File: src/rtl/mult_ctrl_pkg.sv
// Shared types and sizing helpers for the shift-add multiplier sequencer.
package mult_ctrl_pkg;

  localparam int N_BITS_DEF = 8;

  typedef enum logic [2:0] {
    IDLE  = 3'd0,
    CLEAR = 3'd1,
    ADD   = 3'd2,
    SHIFT = 3'd3,
    HOLD  = 3'd4
  } state_t;

  // Counter must reach N_BITS itself, hence the +1.
  function automatic int cw_calc(input int n);
    return $clog2(n + 1);
  endfunction

endpackage

File: src/rtl/mult_seq_ctrl_if.sv
// Control/strobe bundle between the sequencer (slave) and the switch/datapath side (master).
interface mult_seq_ctrl_if
  import mult_ctrl_pkg::*;
#(
  parameter int N_BITS = N_BITS_DEF,
  parameter int CW     = cw_calc(N_BITS)
);

  logic          Run;
  logic          ClearA_LoadB;
  logic          M;
  logic          Clr_Ld;
  logic          ClrAX;
  logic          Add;
  logic          Sub;
  logic          Shift;
  logic          Busy;
  logic          Done;
  logic [CW-1:0] step_count;

  modport master (
    output Run, ClearA_LoadB, M,
    input  Clr_Ld, ClrAX, Add, Sub, Shift, Busy, Done, step_count
  );

  modport slave (
    input  Run, ClearA_LoadB, M,
    output Clr_Ld, ClrAX, Add, Sub, Shift, Busy, Done, step_count
  );

endinterface

File: src/rtl/mult_step_counter.sv
// Iteration counter: sync clear, saturating increment at N_BITS, terminal flag at N_BITS-1.
module mult_step_counter
  import mult_ctrl_pkg::*;
#(
  parameter int N_BITS = N_BITS_DEF,
  parameter int CW     = cw_calc(N_BITS)
) (
  input  logic          Clk,
  input  logic          Reset,
  input  logic          clr,
  input  logic          inc,
  output logic [CW-1:0] count,
  output logic          term
);

  localparam logic [CW-1:0] LAST = CW'(N_BITS - 1);
  localparam logic [CW-1:0] MAX  = CW'(N_BITS);

  always_ff @(posedge Clk or posedge Reset) begin
    if (Reset)                      count <= '0;
    else if (clr)                   count <= '0;
    else if (inc && (count != MAX)) count <= count + 1'b1;
  end

  assign term = (count == LAST);

endmodule

File: src/rtl/mult_seq_ctrl.sv
// Sequencer for the N-bit shift-add multiplier: IDLE -> CLEAR -> {ADD,SHIFT} x N -> HOLD.
// Define MULT_CTRL_RUN_SYNC_EN to put 2-flop synchronizers on Run and ClearA_LoadB.
module mult_seq_ctrl
  import mult_ctrl_pkg::*;
#(
  parameter int N_BITS = N_BITS_DEF
) (
  input  logic            Clk,
  input  logic            Reset,
  mult_seq_ctrl_if.slave  bus
);

  localparam int CW = cw_calc(N_BITS);

  state_t        state;
  logic          run_s, cla_s;
  logic          term;
  logic [CW-1:0] cnt;
  logic          clr_ax_r, shift_r, busy_r, done_r;

`ifdef MULT_CTRL_RUN_SYNC_EN
  logic [1:0] run_ff, cla_ff;

  always_ff @(posedge Clk or posedge Reset) begin
    if (Reset) begin
      run_ff <= '0;
      cla_ff <= '0;
    end else begin
      run_ff <= {run_ff[0], bus.Run};
      cla_ff <= {cla_ff[0], bus.ClearA_LoadB};
    end
  end

  assign run_s = run_ff[1];
  assign cla_s = cla_ff[1];
`else
  assign run_s = bus.Run;
  assign cla_s = bus.ClearA_LoadB;
`endif

  mult_step_counter #(.N_BITS(N_BITS), .CW(CW)) u_cnt (
    .Clk   (Clk),
    .Reset (Reset),
    .clr   (state == CLEAR),
    .inc   (state == SHIFT),
    .count (cnt),
    .term  (term)
  );

  // Moore strobes are registered alongside the state they belong to.
  always_ff @(posedge Clk or posedge Reset) begin
    if (Reset) begin
      state    <= IDLE;
      clr_ax_r <= 1'b0;
      shift_r  <= 1'b0;
      busy_r   <= 1'b0;
      done_r   <= 1'b0;
    end else begin
      clr_ax_r <= 1'b0;
      shift_r  <= 1'b0;
      busy_r   <= 1'b0;
      done_r   <= 1'b0;
      case (state)
        IDLE: if (run_s) begin
          state    <= CLEAR;
          clr_ax_r <= 1'b1;
          busy_r   <= 1'b1;
        end
        CLEAR: begin
          state  <= ADD;
          busy_r <= 1'b1;
        end
        ADD: begin
          state   <= SHIFT;
          shift_r <= 1'b1;
          busy_r  <= 1'b1;
        end
        SHIFT: if (term) begin
          state  <= HOLD;
          done_r <= 1'b1;
        end else begin
          state  <= ADD;
          busy_r <= 1'b1;
        end
        // Wait for Run to drop so a held button cannot retrigger.
        HOLD: if (!run_s) state  <= IDLE;
              else        done_r <= 1'b1;
        default: state <= IDLE;
      endcase
    end
  end

  assign bus.ClrAX      = clr_ax_r;
  assign bus.Shift      = shift_r;
  assign bus.Busy       = busy_r;
  assign bus.Done       = done_r;
  assign bus.step_count = cnt;

  // Last iteration subtracts: the multiplier MSB carries negative weight.
  assign bus.Add    = (state == ADD) && bus.M && !term;
  assign bus.Sub    = (state == ADD) && bus.M &&  term;
  assign bus.Clr_Ld = (state == IDLE) && !run_s && cla_s;

endmodule

File: src/flat_wrapper.sv
// flat-port wrapper written by rule: the top's interface ports become plain ports
module mult_seq_ctrl_flat import mult_ctrl_pkg::*;
#(
  parameter int N_BITS = N_BITS_DEF
)
  (Clk, Reset, bus_Run, bus_ClearA_LoadB, bus_M, bus_Clr_Ld, bus_ClrAX, bus_Add, bus_Sub, bus_Shift, bus_Busy, bus_Done, bus_step_count);
  mult_seq_ctrl_if #(.N_BITS(N_BITS)) bus_i ();
  input  logic Clk;
  input  logic Reset;
  input wire logic [$bits(bus_i.Run)-1:0] bus_Run;
  input wire logic [$bits(bus_i.ClearA_LoadB)-1:0] bus_ClearA_LoadB;
  input wire logic [$bits(bus_i.M)-1:0] bus_M;
  output wire logic [$bits(bus_i.Clr_Ld)-1:0] bus_Clr_Ld;
  output wire logic [$bits(bus_i.ClrAX)-1:0] bus_ClrAX;
  output wire logic [$bits(bus_i.Add)-1:0] bus_Add;
  output wire logic [$bits(bus_i.Sub)-1:0] bus_Sub;
  output wire logic [$bits(bus_i.Shift)-1:0] bus_Shift;
  output wire logic [$bits(bus_i.Busy)-1:0] bus_Busy;
  output wire logic [$bits(bus_i.Done)-1:0] bus_Done;
  output wire logic [$bits(bus_i.step_count)-1:0] bus_step_count;
  assign bus_i.Run = bus_Run;
  assign bus_i.ClearA_LoadB = bus_ClearA_LoadB;
  assign bus_i.M = bus_M;
  assign bus_Clr_Ld = bus_i.Clr_Ld;
  assign bus_ClrAX = bus_i.ClrAX;
  assign bus_Add = bus_i.Add;
  assign bus_Sub = bus_i.Sub;
  assign bus_Shift = bus_i.Shift;
  assign bus_Busy = bus_i.Busy;
  assign bus_Done = bus_i.Done;
  assign bus_step_count = bus_i.step_count;
  mult_seq_ctrl #(.N_BITS(N_BITS)) u_core (.Clk(Clk), .Reset(Reset), .bus(bus_i));
endmodule
File: config.mk
export PLATFORM = sky130hd
export DESIGN_NAME = mult_seq_ctrl_flat
export DESIGN_NICKNAME = d
export VERILOG_FILES = /design/src/rtl/mult_ctrl_pkg.sv /design/src/rtl/mult_seq_ctrl_if.sv /design/src/rtl/mult_step_counter.sv /design/src/rtl/mult_seq_ctrl.sv /design/src/flat_wrapper.sv
export SDC_FILE = /design/constraint.sdc
export NUM_CORES = 1
export LEC_CHECK = 0
export ABC_AREA = 1
export BUFFER_PORTS_ARGS = -buffer_cell sky130_fd_sc_hd__buf_2
export CORE_AREA = 5 5 42 44
export DETAILED_ROUTE_END_ITERATION = 10
export DIE_AREA = 0 0 47 49
export PLACE_DENSITY = 0.78
export SLEW_MARGIN = 15
export SYNTH_ARGS = -nofsm -noshare
export SYNTH_HDL_FRONTEND = slang
export SYNTH_SLANG_ARGS = --single-unit
File: constraint.sdc
create_clock -name Clk -period 1.2 [get_ports Clk]
set_input_delay 0.24 -clock Clk [delete_from_list [all_inputs] [get_ports Clk]]
set_output_delay 0.24 -clock Clk [all_outputs]
set_load 0.01 [all_outputs]
Yosys cells after proc, flatten, opt, wreduce, memory -nomap -nowiden
Index checks and enable logic that the tools add are counted.
{"block": "classes", "n_addsub": 1, "eq_ne": 8, "muxes": 13, "reduce_logical": 12}
{"operator": "case mux 3 bit (5 select lines)", "count": 1}
{"operator": "2-to-1 mux 3 bit", "count": 3}
{"operator": "2-to-1 mux 4 bit", "count": 2}
{"operator": "== test 3 x 2 -> 1 bit (second input constant)", "count": 2}
{"operator": "logical AND 1 bit", "count": 6}
{"operator": "2-to-1 mux 1 bit", "count": 5}
{"operator": "adder 4 x 1 -> 4 bit (second input constant)", "count": 1}
{"operator": "== test 4 x 3 -> 1 bit (second input constant)", "count": 1}
{"operator": "inequality test 2 bit (second input constant)", "count": 2}
{"operator": "inequality test 4 bit (second input constant)", "count": 1}
{"operator": "== test 3 x 1 -> 1 bit (second input constant)", "count": 1}
{"operator": "== test 3 bit (second input constant)", "count": 1}
{"operator": "zero test 3 bit", "count": 1}
{"operator": "case mux 1 bit (3 select lines)", "count": 1}
{"operator": "zero test 1 bit", "count": 2}
{"operator": "case mux 1 bit (2 select lines)", "count": 1}
{"operator": "AND reduction 2 bit", "count": 1}
{"operator": "nonzero test 2 bit", "count": 1}
{"operator": "OR reduction 2 bit", "count": 1}
{"block": "totals", "register_bits": 11, "in_bits": 5, "out_inout_bits": 11, "wordCells": 40}

Logic depth before layout (Yosys ltp)
Gate-level depths: netlist of the first run.
{"block": "logic_depth", "ltp_word": 4, "depth_mapped": 7, "ltp_nobuf": 7}

Cells and area by module
From an unflattened synthesis of the first run, not the netlist that was laid out.
{"block": "unflattened", "cells_unflattened": 74, "area_unflattened_um2": 563.0}
{"mod": "mult_seq_ctrl", "n_inst": 1, "cells_per_inst": 37, "area_per_inst_um2": 304.0, "seq_area_each_um2": 175.2}
{"mod": "mult_step_counter", "n_inst": 1, "cells_per_inst": 37, "area_per_inst_um2": 259.0, "seq_area_each_um2": 100.1}

Worst setup path before layout of the first run
Ideal clock, no wire load.
{"block": "synth_timing", "path_kind": "reg2out", "startpoint": "register u_core.u_cnt.count[0]", "endpoint": "output port bus_Add", "arrival_ns": 1.008, "required_time_ns": 0.960, "setup_slack_ns": -0.048, "path_stages_with_launch": 5, "path_buffers": 0, "cell_sequence": "dfrtp_1 -> ha_1 -> nand3_1 -> inv_1 -> nor2_1"}
{"block": "synth_via", "elab_chain_cells": 3}
{"item": "start, declared", "line": "mult_step_counter.sv:12", "text": "output logic [CW-1:0] count,"}
{"item": "start signal, assigned", "line": "mult_step_counter.sv:22", "text": "else if (inc && (count != MAX)) count <= count + 1'b1;"}
{"item": "== test 4 x 3 -> 1 bit", "line": "mult_step_counter.sv:25", "text": "assign term = (count == LAST);"}
{"item": "zero test 1 bit", "line": "mult_seq_ctrl.sv:100", "text": "assign bus.Add = (state == ADD) && bus.M && !term;"}
{"item": "logical AND 1 bit", "line": "mult_seq_ctrl.sv:100"}
{"item": "end, declared", "line": "flat_wrapper.sv:15", "text": "output wire logic [$bits(bus_i.Add)-1:0] bus_Add;"}
No other way between the ends.

Final worst setup path of the first run
{"block": "layout_timing", "startpoint": "register u_core.state[0]", "endpoint": "output port bus_Sub"}
{"block": "layout_via", "elab_chain_cells": 3}
{"item": "start, declared", "line": "mult_seq_ctrl.sv:15", "text": "state_t state;"}
{"item": "start signal, assigned", "line": "mult_seq_ctrl.sv:53", "text": "state <= IDLE;"}
{"item": "start signal, assigned", "line": "mult_seq_ctrl.sv:65", "text": "state <= CLEAR;"}
{"item": "start signal, assigned", "line": "mult_seq_ctrl.sv:70", "text": "state <= ADD;"}
{"item": "== test 3 x 2 -> 1 bit", "line": "mult_seq_ctrl.sv:101", "text": "assign bus.Sub = (state == ADD) && bus.M && term;"}
{"item": "logical AND 1 bit (2 in series)", "line": "mult_seq_ctrl.sv:101"}
{"item": "end, declared", "line": "flat_wrapper.sv:16", "text": "output wire logic [$bits(bus_i.Sub)-1:0] bus_Sub;"}
No other way between the ends.

==> results of run 1 <==
-- what timing repair did --
action                     in CTS  in global routing
resized for setup              14                 22
pin swaps                       3                  5
hold buffers                    1                  0
setup endpoints to repair       3                 13
setup buffers                   9                  5
hold endpoints to repair       11                  0
-- layout make-up --
cell class,count,share of cell area
Clock buffer,4,0.0276
Timing Repair Buffer,36,0.302
Inverter,12,0.0526
Multi-Input combinational cell,42,0.307
Tap cell,16,0.0210
Sequential cell,11,0.289
-- critical path, delay by kind of cell, from the launching register on --
family | cells | cell delay, ns
simple gates | 4 | 0.40
flops | 1 | 0.42
buf+inv | 2 | 0.19
-- cells in the final DEF, fill, tap and decap left out, types with 3 or more instances in the layout --
cell,netlist,layout
buf_4,0,11
nor2_2,1,4
buf_2,0,12
o21ai_2,3,3
nand2_1,15,12
clkbuf_4,0,3
inv_2,1,4
dfrtp_1,11,11
nand2_2,2,5
inv_1,10,6
buf_6,0,12
nand3_1,6,3
nand3_2,1,3
-- power by group through the flow --
stage	clock, W	combinational [W]	sequential (W)
floorplan	0	0.000490	0.000657
global placement	0	0.000986	0.000583
detailed placement	0	0.00102	0.000590
CTS	0.000259	0.00136	0.000585
global route	0.000284	0.00165	0.000623
finish	0.000257	0.00149	0.000607
-- worst paths after layout --
check                                           start                    end  slack, ns  cells after the start
max in group asynchronous                       Reset       u_core.bus.ClrAX       0.37                      3
worst min-delay path                          bus_Run        u_core.state[0]       0.23                      2
worst min register to register  u_core.u_cnt.count[3]  u_core.u_cnt.count[3]       0.63                      3
worst max register to register  u_core.u_cnt.count[0]  u_core.u_cnt.count[3]      -0.11                      8
min in group asynchronous                       Reset  u_core.u_cnt.count[1]       0.51                      3
worst max-delay path                  u_core.state[0]                bus_Sub      -0.32                      6
-- synth_stat cells --
cell | n | area share
clkinv_2 | 1 | 0.0090
dfrtp_1 | 11 | 0.49
ha_1 | 2 | 0.045
inv_1 | 10 | 0.067
inv_2 | 1 | 0.0067
nand2_1 | 15 | 0.10
nand2_2 | 2 | 0.022
nand3_1 | 6 | 0.054
nand3_2 | 1 | 0.018
nand3b_1 | 1 | 0.013
nand4_1 | 1 | 0.011
nor2_1 | 5 | 0.034
nor2_2 | 1 | 0.011
nor3b_1 | 1 | 0.013
o21a_1 | 1 | 0.013
o21ai_1 | 1 | 0.0090
o21ai_2 | 3 | 0.047
o21bai_1 | 1 | 0.013
xor2_1 | 1 | 0.016
-- per-stage QoR --
| stage | hold slack, ns | setup TNS, ns | cell area [um2] |
|---|---|---|---|
| 5_1_grt | 0.232 | -2.17 | 952 |
| 3_5_place_dp | 0.261 | -0.104 | 737 |
| 6_report | 0.227 | -1.45 | 952 |
| 2_1_floorplan | 0.0924 | 0 | 559 |
| 4_1_cts | 0.216 | -1.42 | 887 |
| 3_3_place_gp | 0.245 | -0.0406 | 737 |
-- cells by family after synthesis --
kind of cell,Yosys count,share of synthesized area
XOR/XNOR,1,0.0157
buffers and inverters,12,0.0831
adder cells (fa/ha/maj),2,0.0449
AND/OR/NAND/NOR,33,0.279
flip-flops,11,0.494
AO/OA/AOI/OAI,6,0.0832
-- flip-flops by register name (all words and copies together) (netlist names) --
name and count:
u_core.state 3, u_core.bus.Busy 1, u_core.bus.ClrAX 1, u_core.u_cnt.count 4, u_core.bus.Shift 1, u_core.bus.Done 1
-- metal layers --
layer | vias to the layer above | GRT usage
li1 | 284 | -
met1 | 277 | 0.136
met2 | 22 | 0.283
met3 | 11 | 0.0406
met4 | 0 | 0.111
met5 | - | 0
==> qor.tcl, run 1 <==
set qor(crit_arrival_ns) 1.28
set qor(combinationalPowerShare) 0.634
set qor(clk-insertion-delay-late_ns) 0.27
set qor(place_hpwl_um) 974
set qor(viasPerCell) 4.91
set qor(number_of_buffers_created_by_cts) 3
set qor(die-height_um) 49
set qor(crit_path_top_delay_cell) {dfrtp_1}
set qor(worstSetupStartpointType) {flop}
set qor(min_period_over_period) 1.27
set qor(netlist-cell-type-count) 19
set qor(clock_skew_ns) 0.00685
set qor(drt_pass1_iterations) 4
set qor(fp-row-count) 14
set qor(clock-sinks) 11
set qor(syn-mean-instance-area_um2) 8.57
set qor(clk_root_buffer_cell) {clkbuf_4}
set qor(worstHoldPathType) {in -> reg}
set qor(setup_viol_count_final) 8
set qor(rsz_0062_raised_after_global_routing) {yes}
set qor(worstPathMaxFanout) 3
set qor(timing.critical_path.to_type) {primary output}
set qor(cpPeakStageDelay_ns) 0.42
set qor(groute.usage.overall) 0.157
set qor(antenna_violating_nets_post_route) 0
set qor(max_clock_freq_mhz) 658
set qor(instances_no_fill) 121
set qor(finalWorstPathRequiredPeriod_ns) 1.52
set qor(num_antenna_cells) 0
set qor(grt_antenna_before_repair) 0
set qor(io_buffers) 15
set qor(clkSlewWorstSetupHoldPaths_ns) 0.06
set qor(pwr-share-seq) 0.257
set qor(power.clock.fraction) 0.109
set qor(dieArea_um2) 2300
set qor(worstMarginPinSlew_ns) 0.447
set qor(drt-total-wl_um) 1550
set qor(first_pass_grt_wire_length_um) 2560
set qor(dp_slack_ns) -0.0638
set qor(globalRoute.totalOverflow) 0
set qor(finalHoldViolations) 0
set qor(pwr_density_cell_nw_per_um2) 2480
set qor(synth.ff_latch_count) 11
set qor(avgRoutedWirePerCell_um) 12.8
set qor(cellLeakagePower_nw) 0.511
set qor(cts_tree) {yes}
set qor(postLayoutSetupSlackWorst_ns) -0.319
set qor(num-nets-final) 113
set qor(via_count) 594
set qor(synth_nets) 72
set qor(ys_warn_count) 0
set qor(sequential_cell_area_um2) 275
set qor(internal-power_w) 0.00142
set qor(crit_type) {reg -> out}
set qor(core_um2) 1400
set qor(slew_limit_headroom) 0.702
set qor(met2_wirelength_um) 878
set qor(switching_power_w) 0.000942
set qor(multi_input_comb_area_um2) 293
set qor(via_count_of_the_first_global_routing_pass) 666
set qor(maxCapViolations) 0
set qor(die_w_um) 47
set qor(number_of_h_tree_levels) 1
set qor(uppermost_layer_routed) {met4}
set qor(placed_instances) 107
set qor(cp_cell_sequence) {nor2_2, nand2_2, inv_2, nand2_2, nor2_2, buf_2}
set qor(drive_above_1_share) 0.600
set qor(finalMaxSlewViolations) 0
set qor(drc) 0
set qor(ioPinCount) 16
set qor(synth-seq-area-share) 0.494
set qor(starting_density_of_the_core) 0.397
set qor(worst_ir_drop_vdd_mv) 1.23
set qor(gp_congestion) 0.803
set qor(outcome) {finished, violations left}
set qor(clockBufferDepth) 2
set qor(area_delta_synth_final_pct) 71.0
set qor(power.total_w) 0.00236
set qor(power.switching_fraction) 0.400
set qor(final_core_util) 0.679
set qor(drt-initial-drc-count) 7
set qor(detailroute.wirelength.met3_um) 102
set qor(nFillCells) 105
set qor(wl_met1_um) 510
set qor(data_required_time_of_the_worst_path_ns) 0.96
set qor(syn_inst) 65
set qor(mappedNetlistArea_um2) 557
set qor(violations) {setup timing}
set qor(grt_start_max_net_pins) 12
(Power assumes the default switching activity.)
==> run 2: changes to the inputs <==
==> constraint.sdc (replaced) <==
create_clock -name Clk -period 1.2 [get_ports Clk]
set_input_delay 0.06 -clock Clk [delete_from_list [all_inputs] [get_ports Clk]]
set_output_delay 0.06 -clock Clk [all_outputs]
set_load 0.01 [all_outputs]
==> qor.tcl, run 2 (synthesized netlist as in run 1, its figures left out) <==
set qor(avgRoutedWirePerCell_um) 12.3
set qor(setup_viol_count_final) 7
set qor(largestRegisters) {u_core.u_cnt.count x4, u_core.state x3}
set qor(drt-initial-drc-count) 5
set qor(drc) 0
set qor(pwr_density_cell_nw_per_um2) 2450
set qor(layout.cells.most_common) {buf_2}
set qor(min_period_over_period) 1.12
set qor(clock-sinks) 11
set qor(grt_start_max_net_pins) 12
set qor(largest_register) {u_core.u_cnt.count}
set qor(place_hpwl_um) 842
set qor(crit_type) {reg -> out}
set qor(number_of_buffers_created_by_cts) 3
set qor(die_w_um) 47
set qor(largest_register_ffs) 4
set qor(dp_slack_ns) -0.00202
set qor(clock_skew_ns) 0.00153
set qor(antenna_violating_nets_post_route) 0
set qor(crit_arrival_ns) 1.29
set qor(timing.critical_path.to_type) {primary output}
set qor(placed_instances) 97
set qor(maxCapViolations) 0
set qor(io_buffers) 15
set qor(final_cell_mix) {buf_2 (15), buf_4 (14), nand2_1 (13)}
set qor(data_required_time_of_the_worst_path_ns) 1.14
set qor(worst_ir_drop_vdd_mv) 1.20
set qor(via_count) 554
set qor(ioPinCount) 16
set qor(clk_root_buffer_cell) {clkbuf_4}
set qor(die-height_um) 49
set qor(num_antenna_cells) 0
set qor(finalHoldViolations) 0
set qor(grt_antenna_before_repair) 0
set qor(clk-insertion-delay-late_ns) 0.28
set qor(clkSlewWorstSetupHoldPaths_ns) 0.07
set qor(cellLeakagePower_nw) 0.471
set qor(postLayoutSetupSlackWorst_ns) -0.147
set qor(finalMaxSlewViolations) 0
set qor(via_count_of_the_first_global_routing_pass) 547
set qor(worstPathMaxFanout) 3
set qor(drive_above_1_share) 0.535
set qor(drt_pass1_iterations) 4
set qor(violations) {setup timing}
set qor(max_clock_freq_mhz) 742
set qor(instances_no_fill) 115
set qor(num-nets-final) 107
set qor(finalWorstPathRequiredPeriod_ns) 1.35
set qor(dieArea_um2) 2300
set qor(gp_congestion) 0.796
set qor(starting_density_of_the_core) 0.397
set qor(cts_tree) {yes}
set qor(drt-total-wl_um) 1410
set qor(first_pass_grt_wire_length_um) 2400
set qor(outcome) {finished, violations left}
set qor(core_um2) 1400
set qor(globalRoute.totalOverflow) 0
set qor(worstSetupStartpointType) {flop}
set qor(worstMarginPinSlew_ns) 0.431
set qor(rsz_0062_raised_after_global_routing) {yes}
set qor(area_delta_synth_final_pct) 55.3
set qor(worstHoldPathType) {in -> reg}
set qor(slew_limit_headroom) 0.713
set qor(clockBufferDepth) 2
set qor(fp-row-count) 14
set qor(viasPerCell) 4.82
set qor(number_of_h_tree_levels) 1
set qor(groute.usage.overall) 0.153
-- run 2: power by group --
group | total, W | switching [W] | internal, W
Clock | 0.000262 | 0.000133 | 0.000129
Combinational | 0.00124 | 0.000641 | 0.000594
Sequential | 0.000618 | 0.000117 | 0.000502
Total | 0.00212 | 0.000891 | 0.00122
-- run 2: routing by layer --
layer,track usage,vias to the layer above,wire length (um)
met5,0,-,0
met4,0.111,0,49
met3,0.0369,5,117
met2,0.238,26,713
met1,0.171,250,531
li1,-,273,-
-- run 2: worst paths after layout --
path                                  startpoint                    end  slack (ns)  depth (start not counted)
min in group asynchronous                  Reset  u_core.u_cnt.count[1]        0.32                          3
min reg2reg                u_core.u_cnt.count[3]  u_core.u_cnt.count[3]        0.59                          2
max reg2reg                u_core.u_cnt.count[0]  u_core.u_cnt.count[3]       -0.05                          7
max                              u_core.state[0]                bus_Add       -0.15                          6
min                                      bus_Run       u_core.bus.ClrAX        0.04                          3
max in group asynchronous                  Reset  u_core.u_cnt.count[2]        0.58                          3
-- run 2: per-stage QoR --
stage / total power, W / util / hold slack [ns] / cell area (um2) / TNS [ns]
finish: 0.00212 / 0.617 / 0.0365 / 865 / -0.549
global route: 0.00229 / 0.617 / 0.0432 / 865 / -1.15
CTS: 0.00196 / 0.577 / 0.0338 / 808 / -0.313
detailed placement: 0.00139 / 0.471 / 0.0750 / 659 / -0.00202
global placement: 0.00136 / 0.471 / 0.0653 / 659 / 0
floorplan: 0.00114 / - / -0.0876 / 557 / 0
-- run 2: worst max-delay path, stage by stage, from the launching register on --
cell	delay (ns)
dfrtp_1	0.42
nor2_2	0.17
nand2_2	0.08
inv_2	0.06
nand2_2	0.04
nor2_1	0.09
buf_2	0.14
-- run 2: repair_timing --
item,in CTS,in global routing
hold buffers,1,0
setup buffers,10,3
setup endpoints to repair,6,7
pin swaps,6,6
endpoints found under the hold margin,11,0
resized for setup,12,7
-- run 2: layout make-up --
type,instances,area [um2]
clock buffers,4,26.3
fillers,140,537
inverters,12,50.0
multi-input cells,42,303
flip-flops and latches,11,275
well taps,16,20.0
repair buffers,30,190
==> run 3: changes to the inputs <==
PLACE_DENSITY = 0.67   (was 0.78)
clock period = 1.7 ns   (was 1.2 ns; I/O delays follow)
==> qor.tcl, run 3 (synthesized netlist as in run 1, its figures left out) <==
set qor(outcome) {finished clean}
set qor(finalHoldViolations) 0
set qor(dieArea_um2) 2300
set qor(switching_power_w) 0.000482
set qor(antenna_violating_nets_post_route) 0
set qor(number_of_h_tree_levels) 1
set qor(grt_antenna_before_repair) 0
set qor(via_count_of_the_first_global_routing_pass) 468
set qor(area_delta_synth_final_pct) 23.6
set qor(rsz_0062_raised_after_global_routing) {no}
set qor(clk_root_buffer_cell) {clkbuf_4}
set qor(min_period_over_period) 0.852
set qor(largestRegisters) {u_core.u_cnt.count x4, u_core.state x3}
set qor(gp_congestion) 0.768
set qor(cts_repair_resize_count) 0
set qor(worstSetupStartpointType) {flop}
set qor(combinationalPowerShare) 0.453
set qor(cts_tree) {yes}
set qor(data_required_time_of_the_worst_path_ns) 1.62
set qor(finalWorstPathRequiredPeriod_ns) 1.45
set qor(power.switching_fraction) 0.429
set qor(internal-power_w) 0.000642
set qor(worstHoldPathType) {in -> reg}
set qor(dp_slack_ns) 0.455
set qor(nFillCells) 160
set qor(largest_register) {u_core.u_cnt.count}
set qor(worstMarginPinSlew_ns) 0.410
set qor(holdWs_ns) 0.0752
set qor(crit_arrival_ns) 1.36
set qor(final_cell_mix) {nand2_1 (15), buf_2 (15), dfrtp_1 (11)}
set qor(pwr-share-seq) 0.392
set qor(ioPinCount) 16
set qor(power.clock.fraction) 0.155
set qor(post_cts_hold_buffer_count) 1
set qor(clockBufferDepth) 2
set qor(place_hpwl_um) 863
set qor(drc) 0
set qor(num_antenna_cells) 0
set qor(first_pass_grt_wire_length_um) 1940
set qor(clkSlewWorstSetupHoldPaths_ns) 0.06
set qor(drt-initial-drc-count) 1
set qor(io_buffers) 15
set qor(drive_above_1_share) 0.318
set qor(via_count) 471
set qor(core_um2) 1400
set qor(num-nets-final) 93
set qor(slew_limit_headroom) 0.726
set qor(cellLeakagePower_nw) 0.400
set qor(drt_pass1_iterations) 4
set qor(power.total_w) 0.00112
set qor(globalRoute.totalOverflow) 0
set qor(viasPerCell) 4.66
set qor(worstPathMaxFanout) 5
set qor(maxCapViolations) 0
set qor(worst_ir_drop_vdd_mv) 0.679
set qor(clock_skew_ns) 0.00749
set qor(clock-sinks) 11
set qor(clk-insertion-delay-late_ns) 0.27
set qor(largest_register_ffs) 4
set qor(starting_density_of_the_core) 0.397
set qor(number_of_buffers_created_by_cts) 3
set qor(groute.usage.overall) 0.115
set qor(grt_start_max_net_pins) 12
set qor(setup_viol_count_final) 0
set qor(crit_type) {reg -> out}
set qor(avgRoutedWirePerCell_um) 10.5
set qor(max_clock_freq_mhz) 691
set qor(fp-row-count) 14
set qor(setup_tns_ns) 0
set qor(finalMaxSlewViolations) 0
set qor(post_cts_buffers) 0
set qor(die_w_um) 47
set qor(postLayoutSetupSlackWorst_ns) 0.252
set qor(die-height_um) 49
set qor(drt-total-wl_um) 1060
set qor(timing.critical_path.to_type) {primary output}
set qor(pwr_density_cell_nw_per_um2) 1630
set qor(final_core_util) 0.491
[run 3: layout make-up]
| type | count | area, um2 | share of cell area |
|---|---|---|---|
| tap | 16 | 20.0 | 0.0291 |
| sequential | 11 | 275 | 0.400 |
| inverter | 12 | 46.3 | 0.0673 |
| clock buffer | 4 | 26.3 | 0.0382 |
| timing repair buffer | 16 | 85.1 | 0.124 |
| multi-input combinational | 42 | 235 | 0.342 |
[run 3: worst paths after layout]
path,start,end,slack (ns),cells past startpoint
min in group asynchronous,Reset,u_core.state[1],0.35,3
setup reg to reg,u_core.u_cnt.count[0],u_core.u_cnt.count[0],0.46,7
setup / recovery,u_core.u_cnt.count[0],bus_Add,0.25,5
hold reg to reg,u_core.u_cnt.count[3],u_core.u_cnt.count[3],0.57,2
hold / removal,bus_Run,u_core.bus.ClrAX,0.08,3
max in group asynchronous,Reset,u_core.bus.ClrAX,1.06,3
[run 3: critical path, stage by stage (launching register included)]
cell and delay (ns):
dfrtp_1 0.43, ha_1 0.24, nand3_1 0.14, inv_1 0.07, nor2_1 0.09, buf_2 0.13
[run 3: power by group through the flow]
| stage | logic (W) | registers, W | clock network (W) |
|---|---|---|---|
| detailed placement | 0.000520 | 0.000448 | 0 |
| CTS | 0.000525 | 0.000442 | 0.000180 |
| finish | 0.000509 | 0.000441 | 0.000174 |
| floorplan | 0.000342 | 0.000464 | 0 |
| global route | 0.000599 | 0.000457 | 0.000190 |
| global placement | 0.000510 | 0.000438 | 0 |
[run 3: per-stage QoR]
step,cell area [um2],cells
detailed placement,652,96
CTS,688,101
finish,688,101
global route,688,101
global placement,652,96
floorplan,557,65
[run 3: layer usage]
layer  GRT usage  share of wire  vias to the layer above
li1            -              -                      242
met3      0.0295          0.085                        5
met2       0.179           0.47                       15
met5           0              0                        -
met4      0.0553          0.022                        0
met1       0.144           0.42                      209
